## src/rtl/seq_divider.sv

```systemverilog
// Sequential restoring divider: one quotient bit per clock, MSB first.
// Results are registered on entry to DONE and held until the consumer takes them.
module seq_divider #(
   parameter int DW = 32,
   parameter int VW = 16,
   parameter int QW = 16
) (
   input  logic          clk,
   input  logic          rst_n,
   input  logic          start,
   output logic          ready,
   input  logic [DW-1:0] dividend,
   input  logic [VW-1:0] divisor,
   output logic          out_valid,
   input  logic          out_ready,
   output logic [QW-1:0] quotient,
   output logic [VW-1:0] remainder,
   output logic          div_zero,
   output logic          ovf
);

   localparam int CW = $clog2(DW);
   localparam int PW = VW + 1;

   typedef enum logic [1:0] {IDLE, RUN, DONE} state_t;

   state_t        r_state;
   state_t        w_next;
   logic [DW-1:0] r_dvd;
   logic [VW-1:0] r_dvs;
   logic [PW-1:0] r_prem;
   logic [CW-1:0] r_cnt;
   logic          r_zero;
   logic [QW-1:0] r_quot;
   logic [VW-1:0] r_rem;
   logic          r_dz;
   logic          r_ovf;

   logic [PW:0]   w_shift;
   logic          w_ge;
   logic [PW-1:0] w_pnext;
   logic [DW-1:0] w_qnext;
   logic          w_hi;
   logic          w_last;

   // r_dvd doubles as the quotient register: dividend bits leave at the top
   // while quotient bits enter at the bottom.
   assign w_shift = {r_prem, r_dvd[DW-1]};
   assign w_ge    = w_shift >= {2'b00, r_dvs};
   assign w_pnext = w_ge ? PW'(w_shift - {2'b00, r_dvs}) : PW'(w_shift);
   assign w_qnext = {r_dvd[DW-2:0], w_ge};
   assign w_last  = (r_state == RUN) && (r_cnt == '0);

   generate
      if (DW > QW) begin : g_ovf
         assign w_hi = |w_qnext[DW-1:QW];
      end else begin : g_no_ovf
         assign w_hi = 1'b0;
      end
   endgenerate

   always_ff @(posedge clk or negedge rst_n) begin
      if (!rst_n) r_state <= IDLE;
      else        r_state <= w_next;
   end

   always_comb begin
      w_next = r_state;
      case (r_state)
         IDLE:    if (start) w_next = RUN;
         RUN:     if (r_cnt == '0) w_next = DONE;
         DONE:    if (out_ready) w_next = IDLE;
         default: w_next = IDLE;
      endcase
   end

   always_comb begin
      ready     = (r_state == IDLE);
      out_valid = (r_state == DONE);
   end

   // A zero divisor still spends one cycle in RUN (counter loaded with 0),
   // which gives the one-cycle accept-to-valid latency on that path.
   always_ff @(posedge clk or negedge rst_n) begin
      if (!rst_n) begin
         r_dvd  <= '0;
         r_dvs  <= '0;
         r_prem <= '0;
         r_cnt  <= '0;
         r_zero <= 1'b0;
         r_quot <= '0;
         r_rem  <= '0;
         r_dz   <= 1'b0;
         r_ovf  <= 1'b0;
      end else begin
         if ((r_state == IDLE) && start) begin
            r_dvd  <= dividend;
            r_dvs  <= divisor;
            r_prem <= '0;
            r_zero <= (divisor == '0);
            r_cnt  <= (divisor == '0) ? '0 : CW'(DW - 1);
         end
         if (r_state == RUN) begin
            if (!r_zero) begin
               r_prem <= w_pnext;
               r_dvd  <= w_qnext;
            end
            if (r_cnt != '0) r_cnt <= r_cnt - CW'(1);
         end
         if (w_last) begin
            if (r_zero) begin
               r_quot <= '1;
               r_rem  <= r_dvd[VW-1:0];
               r_dz   <= 1'b1;
               r_ovf  <= 1'b0;
            end else begin
               r_quot <= w_qnext[QW-1:0];
               r_rem  <= w_pnext[VW-1:0];
               r_dz   <= 1'b0;
               r_ovf  <= w_hi;
            end
         end
      end
   end

   assign quotient  = r_quot;
   assign remainder = r_rem;
   assign div_zero  = r_dz;
   assign ovf       = r_ovf;

endmodule

```

## config.mk

```make
export PLATFORM = sky130hd
export DESIGN_NAME = seq_divider
export DESIGN_NICKNAME = d
export VERILOG_FILES = /design/src/rtl/seq_divider.sv
export SDC_FILE = /design/constraint.sdc
export NUM_CORES = 1
export LEC_CHECK = 0
export ABC_CLOCK_PERIOD_IN_PS = 6100
export CAP_MARGIN = 20
export CORE_ASPECT_RATIO = 0.6
export CORE_UTILIZATION = 55
export CTS_BUF_LIST = sky130_fd_sc_hd__clkbuf_4 sky130_fd_sc_hd__clkbuf_8 sky130_fd_sc_hd__clkbuf_16
export DETAILED_ROUTE_END_ITERATION = 10
export PLACE_DENSITY = 0.81
export SYNTH_ARGS = -nofsm -noshare
export SYNTH_HDL_FRONTEND = slang
export SYNTH_SLANG_ARGS = --single-unit
```

## constraint.sdc

```tcl
create_clock -name clk -period 6.1 [get_ports clk]
set_input_delay 0.61 -clock clk [delete_from_list [all_inputs] [get_ports clk]]
set_output_delay 0.61 -clock clk [all_outputs]
set_load 0.05 [all_outputs]
```

# Word level (Yosys, flattened, before mapping)
# Cells that the tools add are included.
[totals] register_bits=107 inputBits=52 out_inout_bits=36 wordCells=45
[classes] n_addsub=2 order_cmp=1 n_eq_ne=5 n_mux=19 reduce_logical=8
[op_table] op="two-way mux 32 bit" n=3
[op_table] op="two-way mux 17 bit" n=4
[op_table] op="two-way mux 16 bit" n=2
[op_table] op="two-way mux 5 bit" n=4
[op_table] op="greater-or-equal comparator 18 x 16 -> 1 bit" n=1
[op_table] op="subtractor 17 x 16 -> 17 bit" n=1
[op_table] op="logical NOT 16 bit" n=1
[op_table] op="OR reduction 16 bit" n=1
[op_table] op="two-way mux 2 bit" n=3
[op_table] op="one-hot mux 2 bit (3 select lines)" n=1
[op_table] op="logical NOT 5 bit" n=1
[op_table] op="nonzero test 5 bit" n=1
[op_table] op="subtractor 5 x 1 -> 5 bit, second input constant" n=1
[op_table] op="inequality test 2 bit, second input constant" n=2
[op_table] op="AND reduction 3 bit" n=1
[op_table] op="== test 2 x 1 -> 1 bit, second input constant" n=1
[op_table] op="== test 2 bit, second input constant" n=1
[op_table] op="logical AND 1 bit" n=2
[op_table] op="logical NOT 2 bit" n=1
[op_table] op="two-way mux 1 bit" n=2
[op_table] op="inequality test 2 x 1 -> 1 bit, second input constant" n=1

# Depth between registers and ports, before layout
# Gate-level depths: netlist of the first run.
[depth] word_depth=5 mapped_depth=11

# Least setup slack after synthesis of the first run
# No wires, ideal clock.
[synth_timing] kind="reg2reg" startpoint="reg r_prem[12]" endpoint="reg r_rem[10], in the netlist remainder[10]" setup_time_ns=0.133 arrival_ns=2.238 required_time_ns=5.967 path_slack_ns=3.730 path_stages_with_launch=10 n_path_buf=2 period_less_slack_ns=2.370 path_cell_list="dfrtp_1 > ha_1 > buf_6 > a21o_1 > a21o_1 > a2111oi_4 > o211ai_4 > buf_6 > mux2i_1 > o22ai_1"
[synth_via] elab_chain_cells=3
[synth_rtl] item="from (decl)" line="31" text="logic [PW-1:0] r_prem;"
[synth_rtl] item="from (signal assigned)" line="105" text="r_prem <= w_pnext;"
[synth_rtl] item="greater-or-equal comparator 18 x 16 -> 1 bit" line="49" text="assign w_ge = w_shift >= {2'b00, r_dvs};"
[synth_rtl] item="two-way mux 17 bit" line="50" text="assign w_pnext = w_ge ? PW'(w_shift - {2'b00, r_dvs}) : PW'(w_shift);"
[synth_rtl] item="two-way mux 16 bit" line="111" text="if (r_zero) begin"
[synth_rtl] item="to (signal assigned)" line="113" text="r_rem <= r_dvd[VW-1:0];"
[synth_rtl] item="to (signal assigned)" line="118" text="r_rem <= w_pnext[VW-1:0];"
[synth_rtl] item="to (decl)" line="35" text="logic [VW-1:0] r_rem;"
# No other way between the ends.
# A chain may end at the register's enable or synchronous reset.

# Worst setup path in the final report of the first run
[layout_timing] startpoint="reg r_dvs[7]" endpoint="reg r_rem[13], in the netlist remainder[13]"
[layout_via] elab_chain_cells=3 elab_cells_between_ends=4 classes_between="add/sub: 1; order compare: 1; mux: 2"
[layout_rtl] item="from (decl)" line="30" text="logic [VW-1:0] r_dvs;"
[layout_rtl] item="from (signal assigned)" line="98" text="r_dvs <= divisor;"
[layout_rtl] item="subtractor 17 x 16 -> 17 bit / greater-or-equal comparator 18 x 16 -> 1 bit (equally long branches)" line="50, 49"
[layout_rtl] item="two-way mux 17 bit *" line="50"
[layout_rtl] item="two-way mux 16 bit *" line="111"
# Every way passes the cells marked *; elsewhere a longest branch is shown, timed or not.

==> results of run 1 <==
sequential cells by signal (all words and copies together) (netlist names):
| register | cells |
|---|---|
| r_dvs | 16 |
| quotient | 16 |
| r_prem | 17 |
| div_zero | 1 |
| r_cnt | 5 |
| r_state | 2 |
| remainder | 16 |
| r_zero | 1 |
| r_dvd | 32 |
| ovf | 1 |
per-layer routing:
metal	up-vias	global-route usage, %	share of wire, %
li1	2384	-	-
met1	2376	41.7	47
met2	255	41.5	42
met3	23	6.38	9.6
met4	0	6.21	1.3
met5	-	0	0
synthesized netlist by cell type (4+ instances only):
| library cell | n |
|---|---|
| nand2b_1 | 4 |
| o22a_1 | 11 |
| o21ai_1 | 19 |
| nand2_1 | 111 |
| xor2_1 | 4 |
| mux2i_1 | 12 |
| o21a_1 | 5 |
| or3_1 | 5 |
| a31oi_1 | 35 |
| a211o_1 | 4 |
| nor4_1 | 8 |
| o21ai_0 | 24 |
| and3_1 | 5 |
| o211ai_1 | 7 |
| xnor2_1 | 7 |
| a21oi_1 | 39 |
| clkbuf_1 | 30 |
| inv_1 | 22 |
| ha_1 | 17 |
| nand4_1 | 6 |
| o22ai_1 | 12 |
| dfrtp_1 | 107 |
| a21o_1 | 7 |
| nand3_1 | 8 |
| nor2_1 | 72 |
where the power goes:
part           total, mW  internal, mW  switching [mW]  leakage, nW
combinational       2.85          1.09            1.76         1.60
clock              0.558         0.294           0.264        0.136
sequential          1.36          1.06           0.296         1.23
worst max-delay path: cells and delay by family, from the launching register on:
family / cells / cell delay (ns)
compound gates: 4 / 1.18
fa+ha+maj: 1 / 0.32
buf+inv: 1 / 0.13
flops: 1 / 0.36
mux: 1 / 0.39
simple gates: 1 / 0.31
through the flow:
stage | util [%] | area [um2] | hold WS [ns] | power, mW
finish | 69.5 | 6890 | 0.144 | 4.77
global route | 69.5 | 6890 | 0.172 | 5.08
CTS | 69.0 | 6840 | 0.157 | 4.73
detailed placement | 66.1 | 6550 | 0.496 | 4.15
global placement | 66.1 | 6550 | 0.486 | 4.06
floorplan | - | 5630 | 0.314 | 3.42
cells by family (layout without fill, tap and decap cells):
| kind of cell | after synthesis | count (layout) |
|---|---|---|
| compound gates | 188 | 188 |
| buf+inv | 58 | 131 |
| simple gates | 234 | 234 |
| mux | 13 | 13 |
| flops | 107 | 107 |
| xor+xnor | 11 | 11 |
| fa+ha+maj | 18 | 18 |
cell type report:
class,count,area [um2]
well taps,135,169
multi-input cells,464,2730
repair buffers,93,953
clock inverters,5,37.5
clock buffers,11,246
fillers,740,3020
flip-flops and latches,107,2680
inverters,22,82.6
worst min-delay path by stage:
stage                     depth (start not counted)            to         from
after floorplan                                   0      div_zero        rst_n
after global placement                            2      r_cnt[4]     r_cnt[4]
after detailed placement                          1   quotient[9]  quotient[9]
after CTS                                         1     r_prem[7]        rst_n
after global routing                              1  remainder[6]        rst_n
final                                             1     r_prem[7]        rst_n
==> flow_metrics.tcl, run 1 <==
set metrics [dict create \
    p_leak_nw 2.96 \
    dieArea_mm2 0.0107 \
    fin_ws_ns 3.31 \
    grt_max_degree 83 \
    place.gp.congestion 0.883 \
    fmax_mhz 359 \
    critPathLaunchType "flop" \
    clkSlewWorstSetupHoldPaths_ns 0.07 \
    rsz0062_at_grt "no" \
    cp.arrival_ns 3.04 \
    synth_edf_count 0 \
    dp_hpwl_um 10300 \
    synth_top_area_share_pct 47.5 \
    cts_made_buffers 9 \
    synth_cell_types 55 \
    path_cells "inv_1 -> ha_1 -> a211o_1 -> a2111oi_2 -> or2_1 -> o211ai_4 -> mux2_4 -> o22ai_1" \
    min_path_type "in2async" \
    slowest_delay_ns 0.40 \
    firstDrtPassIters 5 \
    netlist_area_mm2 0.00563 \
    setup-tns-final_ns 0 \
    grt_pass1_vias 4576 \
    yosys.area_share.simple_pct 17.8 \
    ir_worst_vdd_v 0.000400 \
    crit_type "reg2reg" \
    area_growth_pct 22.3 \
    num_io_pins 88 \
    drc 0 \
    core_area_mm2 0.00991 \
    final_cells 837 \
    cts-htree-levels 3 \
    fin_nets 767 \
    cts.repair.resized 0 \
    synthTopCellsByArea "dfrtp_1 48%, nand2_1 7.4%, nor2_1 4.8%" \
    cts_setup_buffers 0 \
    rr_startpoint "r_dvs[7]" \
    antenna_found_initial 0 \
    powerDensity_mw_per_mm2 691 \
    synthMuxAreaShare_pct 2.40 \
    crit_slowest_cell "a2111oi_2" \
    postCtsHoldBufs 0 \
    synth_ff_type "dfrtp_1" \
    overflow 0 \
    yosysTopAreaCell "dfrtp_1" \
    totalWireLength_um 14600 \
    tightest_slew_ns 1.02 \
    num_rows 28 \
    drive_gt1_share_pct 4.84 \
    drt-initial-drc-count 521 \
    crit_path_end_kind "flop" \
    clk_path_buf_depth 2 \
    cts_tree "done" \
    synth-compound-area-share_pct 22.2 \
    clock_latency_ns 0.36 \
    routedWlPerCell_um 17.4 \
    synth_fp_nets 699 \
    reg2regPathDepth 8 \
    critPathMaxFanout 14 \
    synth_top_family_by_area "compound AO/OA/AOI/OAI gates" \
    ff2ff_setup_slack_ns 3.31 \
    period_minus_slack_ns 2.79 \
    crit_path_start "r_dvs[7]" \
    layout_commonest_cell "nand2_1" \
    ys_warn_count 0 \
    via_per_inst 6.02 \
    relSlewSlack_pct 31.8 \
    dp.cells 819 \
    die_width_um 133 \
    drv_slew 0 \
    synth-xor-area-share_pct 1.71 \
    grt.total_usage_pct 28.1 \
    synthCells 629 \
    vias 5038 \
    synth-seq-cells 107 \
    maxCapViolCount 0 \
    final_cell_mix "111 x nand2_1, 107 x dfrtp_1, 86 x clkdlybuf4s50_1" \
    synthAdderAreaFrac_pct 4.13 \
    port_buffers 87 \
    status "finished, final reports clean" \
    die_h_um 80.4 \
    crit_path_end "remainder[13]" \
    cts_root_buffer "clkbuf_16" \
    avgSynthCellArea_um2 8.96 \
    ys_seq_area_share_pct 47.5 \
    hold_violations 0 \
    grt_pass1_wl_um 23100 \
    cts_sinks 107 \
    async_flop_share_pct 100 \
    finClkSkew_ns 0.0102 \
    setup_viol 0 \
    start_util_pct 56.8 \
    pre_cts_ws_ns 3.11 \
    required_ns 6.35 \
    finalCritPeriodShare_pct 45.7 \
    ant_nets 0 \
    antennaDiodeCount 0 \
    reg2reg_to "remainder[13]" \
]
No activity file was read; power rests on OpenSTA's default activity.
==> inputs of run 2 (changes only) <==
==> config.mk (replaced) <==
export PLATFORM = sky130hd
export DESIGN_NAME = seq_divider
export DESIGN_NICKNAME = d
export VERILOG_FILES = /design/src/rtl/seq_divider.sv
export SDC_FILE = /design/constraint.sdc
export NUM_CORES = 1
export LEC_CHECK = 0
export ABC_CLOCK_PERIOD_IN_PS = 2200
export CAP_MARGIN = 20
export CORE_ASPECT_RATIO = 0.6
export CORE_UTILIZATION = 49
export CTS_BUF_LIST = sky130_fd_sc_hd__clkbuf_4 sky130_fd_sc_hd__clkbuf_8 sky130_fd_sc_hd__clkbuf_16
export DETAILED_ROUTE_END_ITERATION = 10
export PLACE_DENSITY = 0.77
export SYNTH_ARGS = -nofsm -noshare
export SYNTH_HDL_FRONTEND = slang
export SYNTH_SLANG_ARGS = --single-unit
==> constraint.sdc (replaced) <==
create_clock -name clk -period 2.2 [get_ports clk]
set_input_delay 0.22 -clock clk [delete_from_list [all_inputs] [get_ports clk]]
set_output_delay 0.22 -clock clk [all_outputs]
set_load 0.05 [all_outputs]
==> run 2 against run 1 <==
Against the previous run: the run now ends with negative setup slack left; clock skew decreased by 0.0028 ns; critical path depth increased by 1; count of clock-buffer cells in the layout decreased by 2; sequential share of layout area decreased by 5.1 points; register-to-register slack got worse by 3.5 ns; worst hold slack improved by 0.24 ns; routed wire length increased by 18%; core utilization increased by 3.4 points; largest cell class unchanged.
==> flow_metrics.tcl, run 2 (synthesized netlist as in run 1, its figures left out) <==
set metrics [dict create \
    period_minus_slack_ns 2.35 \
    fin_nets 858 \
    cts_made_buffers 9 \
    top_layer_used "met4" \
    grt.total_usage_pct 29.1 \
    wl_met1_um 8030 \
    vias 5490 \
    firstDrtPassIters 5 \
    num_io_pins 88 \
    rr_startpoint "r_dvs[0]" \
    setup-tns-final_ns -2.59 \
    critPathMaxFanout 4 \
    largest_reg_flops 32 \
    antennaDiodeCount 0 \
    overflow 0 \
    tightest_slew_ns 0.548 \
    crit_type "reg2reg" \
    final_cell_mix "110 x nand2_1, 106 x dfrtp_1, 88 x buf_4" \
    cts_root_buffer "clkbuf_16" \
    violations "negative setup slack" \
    crit_path_start "r_dvs[0]" \
    clock_latency_ns 0.35 \
    fin_ws_ns -0.153 \
    rsz0062_at_grt "yes" \
    ant_nets 0 \
    clk_path_buf_depth 2 \
    maxCapViolCount 0 \
    cts_tree "done" \
    wl_met2_um 7620 \
    layout_commonest_cell "nand2_1" \
    crit_path_end_kind "flop" \
    hold_violations 0 \
    core_area_mm2 0.0109 \
    critPathLaunchType "flop" \
    start_util_pct 51.7 \
    cts_sinks 107 \
    port_buffers 87 \
    status "finished with violations" \
    die_width_um 140 \
    drv_slew 0 \
    cts-htree-levels 3 \
    required_ns 2.49 \
    die_h_um 85.1 \
    routedWlPerCell_um 18.5 \
    drive_gt1_share_pct 21.9 \
    dp.cells 898 \
    grt_max_degree 61 \
    num_rows 29 \
    reg2regPathDepth 9 \
    drc 0 \
    top_register "r_dvd" \
    cp.arrival_ns 2.64 \
    place.gp.congestion 0.988 \
    met3_length_um 1440 \
    totalWireLength_um 17300 \
    via_per_inst 5.89 \
    relSlewSlack_pct 63.4 \
    dieArea_mm2 0.0119 \
    grt_pass1_wl_um 26600 \
    setup_viol 33 \
    min_path_type "in2async" \
    finClkSkew_ns 0.00732 \
    drt-initial-drc-count 483 \
    finalCritPeriodShare_pct 107 \
    antenna_found_initial 0 \
    grt_pass1_vias 5185 \
    dp_hpwl_um 12100 \
    fmax_mhz 425 \
    final_cells 932 \
    clkSlewWorstSetupHoldPaths_ns 0.07 \
    top_regs "r_dvd (32), r_prem (17)" \
    ff2ff_setup_slack_ns -0.15 \
    area_growth_pct 40.9 \
]
## run 2: area by class of cell
cell class	count	area, um2
tap	139	174
fill	804	2950
sequential	107	2680
clock inverter	7	75.1
timing repair buffer	183	1660
inverter	22	82.6
clock buffer	9	225
multi-input combinational	465	3050
## run 2: repair_timing
| item | CTS | global route |
|---|---|---|
| endpoints found under the setup margin | 35 | 36 |
| hold buffers | 1 | 0 |
| setup buffers | 11 | 4 |
| hold endpoints to repair | 36 | 0 |
| resized for setup | 29 | 34 |
| cloned | 1 | 0 |
| pin swaps | 19 | 8 |
## run 2: path summary, 6_finish.rpt
path,to
worst max-delay path,r_prem[16]
worst min-delay path,r_dvs[8]
worst max register to register,r_prem[16]
worst min register to register,quotient[7]
max in group asynchronous,r_dvs[9]
min in group clk,r_dvd[17]
## run 2: through the flow
stage	utilization [%]	worst slack (ns)	area [um2]	hold slack, ns
6_report	72.9	-0.153	7940	0.379
5_1_grt	72.9	-0.202	7940	0.411
4_1_cts	71.0	-0.149	7730	0.395
3_5_place_dp	66.1	-0.287	7190	0.222
3_3_place_gp	66.1	-0.207	7190	0.217
2_1_floorplan	-	-0.0776	5670	-0.0756
## run 2: metal layers
layer | GRT usage (%) | vias to the layer above
li1 | - | 2555
met1 | 42.6 | 2674
met2 | 43.4 | 242
met3 | 7.62 | 19
met4 | 6.39 | 0
met5 | 0 | -
## run 2: critical path, cell delays in order (launching register included)
cell,delay (ns)
dfrtp_1,0.42
ha_4,0.17
inv_2,0.05
fa_2,0.22
a211oi_2,0.07
o21a_1,0.22
a211o_4,0.37
o211a_4,0.18
or4b_1,0.50
nand3_1,0.08
Power of run 2 is left out: the tool's default activity adds up to more than one toggle a clock period on the data nets, which glitch-free logic cannot reach.
==> inputs of run 3 (changes only) <==
--- a/config.mk
+++ b/config.mk
@@ -11,6 +11,7 @@
 export CORE_UTILIZATION = 49
 export CTS_BUF_LIST = sky130_fd_sc_hd__clkbuf_4 sky130_fd_sc_hd__clkbuf_8 sky130_fd_sc_hd__clkbuf_16
 export DETAILED_ROUTE_END_ITERATION = 10
+export GPL_ROUTABILITY_DRIVEN = 0
 export PLACE_DENSITY = 0.77
 export SYNTH_ARGS = -nofsm -noshare
 export SYNTH_HDL_FRONTEND = slang
==> constraint.sdc (replaced) <==
create_clock -name clk -period 2.2 [get_ports clk]
set_input_delay 0.55 -clock clk [delete_from_list [all_inputs] [get_ports clk]]
set_output_delay 0.55 -clock clk [all_outputs]
set_load 0.05 [all_outputs]
==> run 3 against run 2 <==
Against the previous run: the flow still finishes with violations (negative setup slack); critical path type unchanged; maximum frequency is 4.4% lower; critical endpoint is now r_prem[11]; non-clock buffer count is 8 lower; die area unchanged.
==> flow_metrics.tcl, run 3 (synthesized netlist as in run 1, its figures left out) <==
set metrics [dict create \
    ff2ff_setup_slack_ns -0.26 \
    grt.total_usage_pct 30.0 \
    drv_slew 0 \
    dp_hpwl_um 12100 \
    dp.cells 900 \
    period_minus_slack_ns 2.46 \
    min_path_type "in2async" \
    fin_ws_ns -0.262 \
    firstDrtPassIters 5 \
    cp.buffers_inverters 3 \
    fillCellCount 773 \
    hold_violations 0 \
    drt-initial-drc-count 501 \
    setup_viol 35 \
    routedWlPerCell_um 18.7 \
    final_cell_mix "110 x nand2_1, 107 x dfrtp_1, 84 x clkdlybuf4s50_1" \
    place_area_mm2 0.00720 \
    path_cells "ha_4 -> inv_2 -> fa_2 -> a211oi_2 -> o21a_1 -> a211o_4 -> o211a_4 -> buf_6 -> buf_6 -> a32oi_1 -> o21ai_1" \
    fin_nets 850 \
    postCtsHoldBufs 0 \
    cts_tree "done" \
    cts_made_buffers 9 \
    crit_type "reg2reg" \
    cts-htree-levels 3 \
    area_growth_pct 39.8 \
    tightest_slew_ns 0.760 \
    clkSlewWorstSetupHoldPaths_ns 0.07 \
    critPathLaunchType "flop" \
    drc 0 \
    die_h_um 85.1 \
    core_area_mm2 0.0109 \
    critPathMostFrequentCell "buf_6" \
    layout_commonest_cell "nand2_1" \
    relSlewSlack_pct 49.3 \
    fmax_mhz 406 \
    finClkSkew_ns 0.00727 \
    maxCapViolCount 0 \
    num_io_pins 88 \
    antennaDiodeCount 0 \
    crit_path_end_kind "flop" \
    dieArea_mm2 0.0119 \
    required_ns 2.41 \
    die_width_um 140 \
    totalWireLength_um 17300 \
    start_util_pct 51.7 \
    cp_top_family "compound AO/OA/AOI/OAI gates" \
    cts_sinks 107 \
    vias 5595 \
    clock_latency_ns 0.36 \
    cp.arrival_ns 2.67 \
    cts_root_buffer "clkbuf_16" \
    port_buffers 87 \
    grt_pass1_vias 5372 \
    antenna_found_initial 0 \
    via_per_inst 6.06 \
    final_cells 924 \
    top_regs "r_dvd (32), r_prem (17)" \
    rsz0062_at_grt "yes" \
    slowest_delay_ns 0.42 \
    drive_gt1_share_pct 20.6 \
    largest_reg_flops 32 \
    top_register "r_dvd" \
    critPathMaxFanout 5 \
    final_area_mm2 0.00788 \
    grt_pass1_wl_um 27400 \
    finalCritPeriodShare_pct 112 \
    overflow 0 \
    crit_slowest_cell "dfrtp_1" \
    status "finished with violations" \
    violations "negative setup slack" \
    grt_max_degree 76 \
    clk_path_buf_depth 2 \
    ant_nets 0 \
    num_rows 29 \
]
## run 3: repair_timing
action                     in CTS  in global routing
gates cloned                    1                  0
setup endpoints to repair      35                 35
pin swaps                      29                 18
buffers inserted                7                  0
resized for setup              32                 23
## run 3: path summary, 6_finish.rpt
path / depth (start not counted) / startpoint / to
worst max-delay path: 11 / r_dvs[0] / r_prem[11]
worst min-delay path: 1 / rst_n / r_prem[6]
worst max register to register: 11 / r_dvs[0] / r_prem[11]
worst min register to register: 1 / quotient[14] / quotient[14]
max in group asynchronous: 2 / rst_n / r_dvs[12]
min in group clk: 1 / quotient[14] / quotient[14]
## run 3: per-stage QoR
| stage | setup TNS [ns] | util [%] | setup slack, ns | hold slack (ns) |
|---|---|---|---|---|
| 2_1_floorplan | -0.928 | - | -0.0776 | 0.254 |
| 3_3_place_gp | -5.19 | 66.2 | -0.222 | 0.482 |
| 3_5_place_dp | -6.47 | 66.2 | -0.285 | 0.492 |
| 4_1_cts | -4.08 | 71.2 | -0.208 | 0.136 |
| 5_1_grt | -8.47 | 72.3 | -0.335 | 0.150 |
| 6_report | -5.96 | 72.3 | -0.262 | 0.122 |
## run 3: worst reg2reg max path, cell delays in order, from the launching register on
cell and delay [ns]:
dfrtp_1 0.42, ha_4 0.18, inv_2 0.05, fa_2 0.26
a211oi_2 0.09, o21a_1 0.22, a211o_4 0.38, o211a_4 0.19
buf_6 0.13, buf_6 0.12, a32oi_1 0.18, o21ai_1 0.09
## run 3: metal layers
layer	share of wire, %	global-route usage (%)
met1	45	43.0
met2	44	44.7
met3	9.5	7.22
met4	2.1	9.99
met5	0	0
## run 3: final cells by class
class	instances	area (um2)	share of cell area [%]
Clock buffer	9	225	2.86
Clock inverter	7	123	1.56
Inverter	22	82.6	1.05
Multi-Input combinational cell	465	3000	38.1
Sequential cell	107	2680	34.0
Tap cell	139	174	2.21
Timing Repair Buffer	175	1590	20.2
Power of run 3 is left out for the same reason.
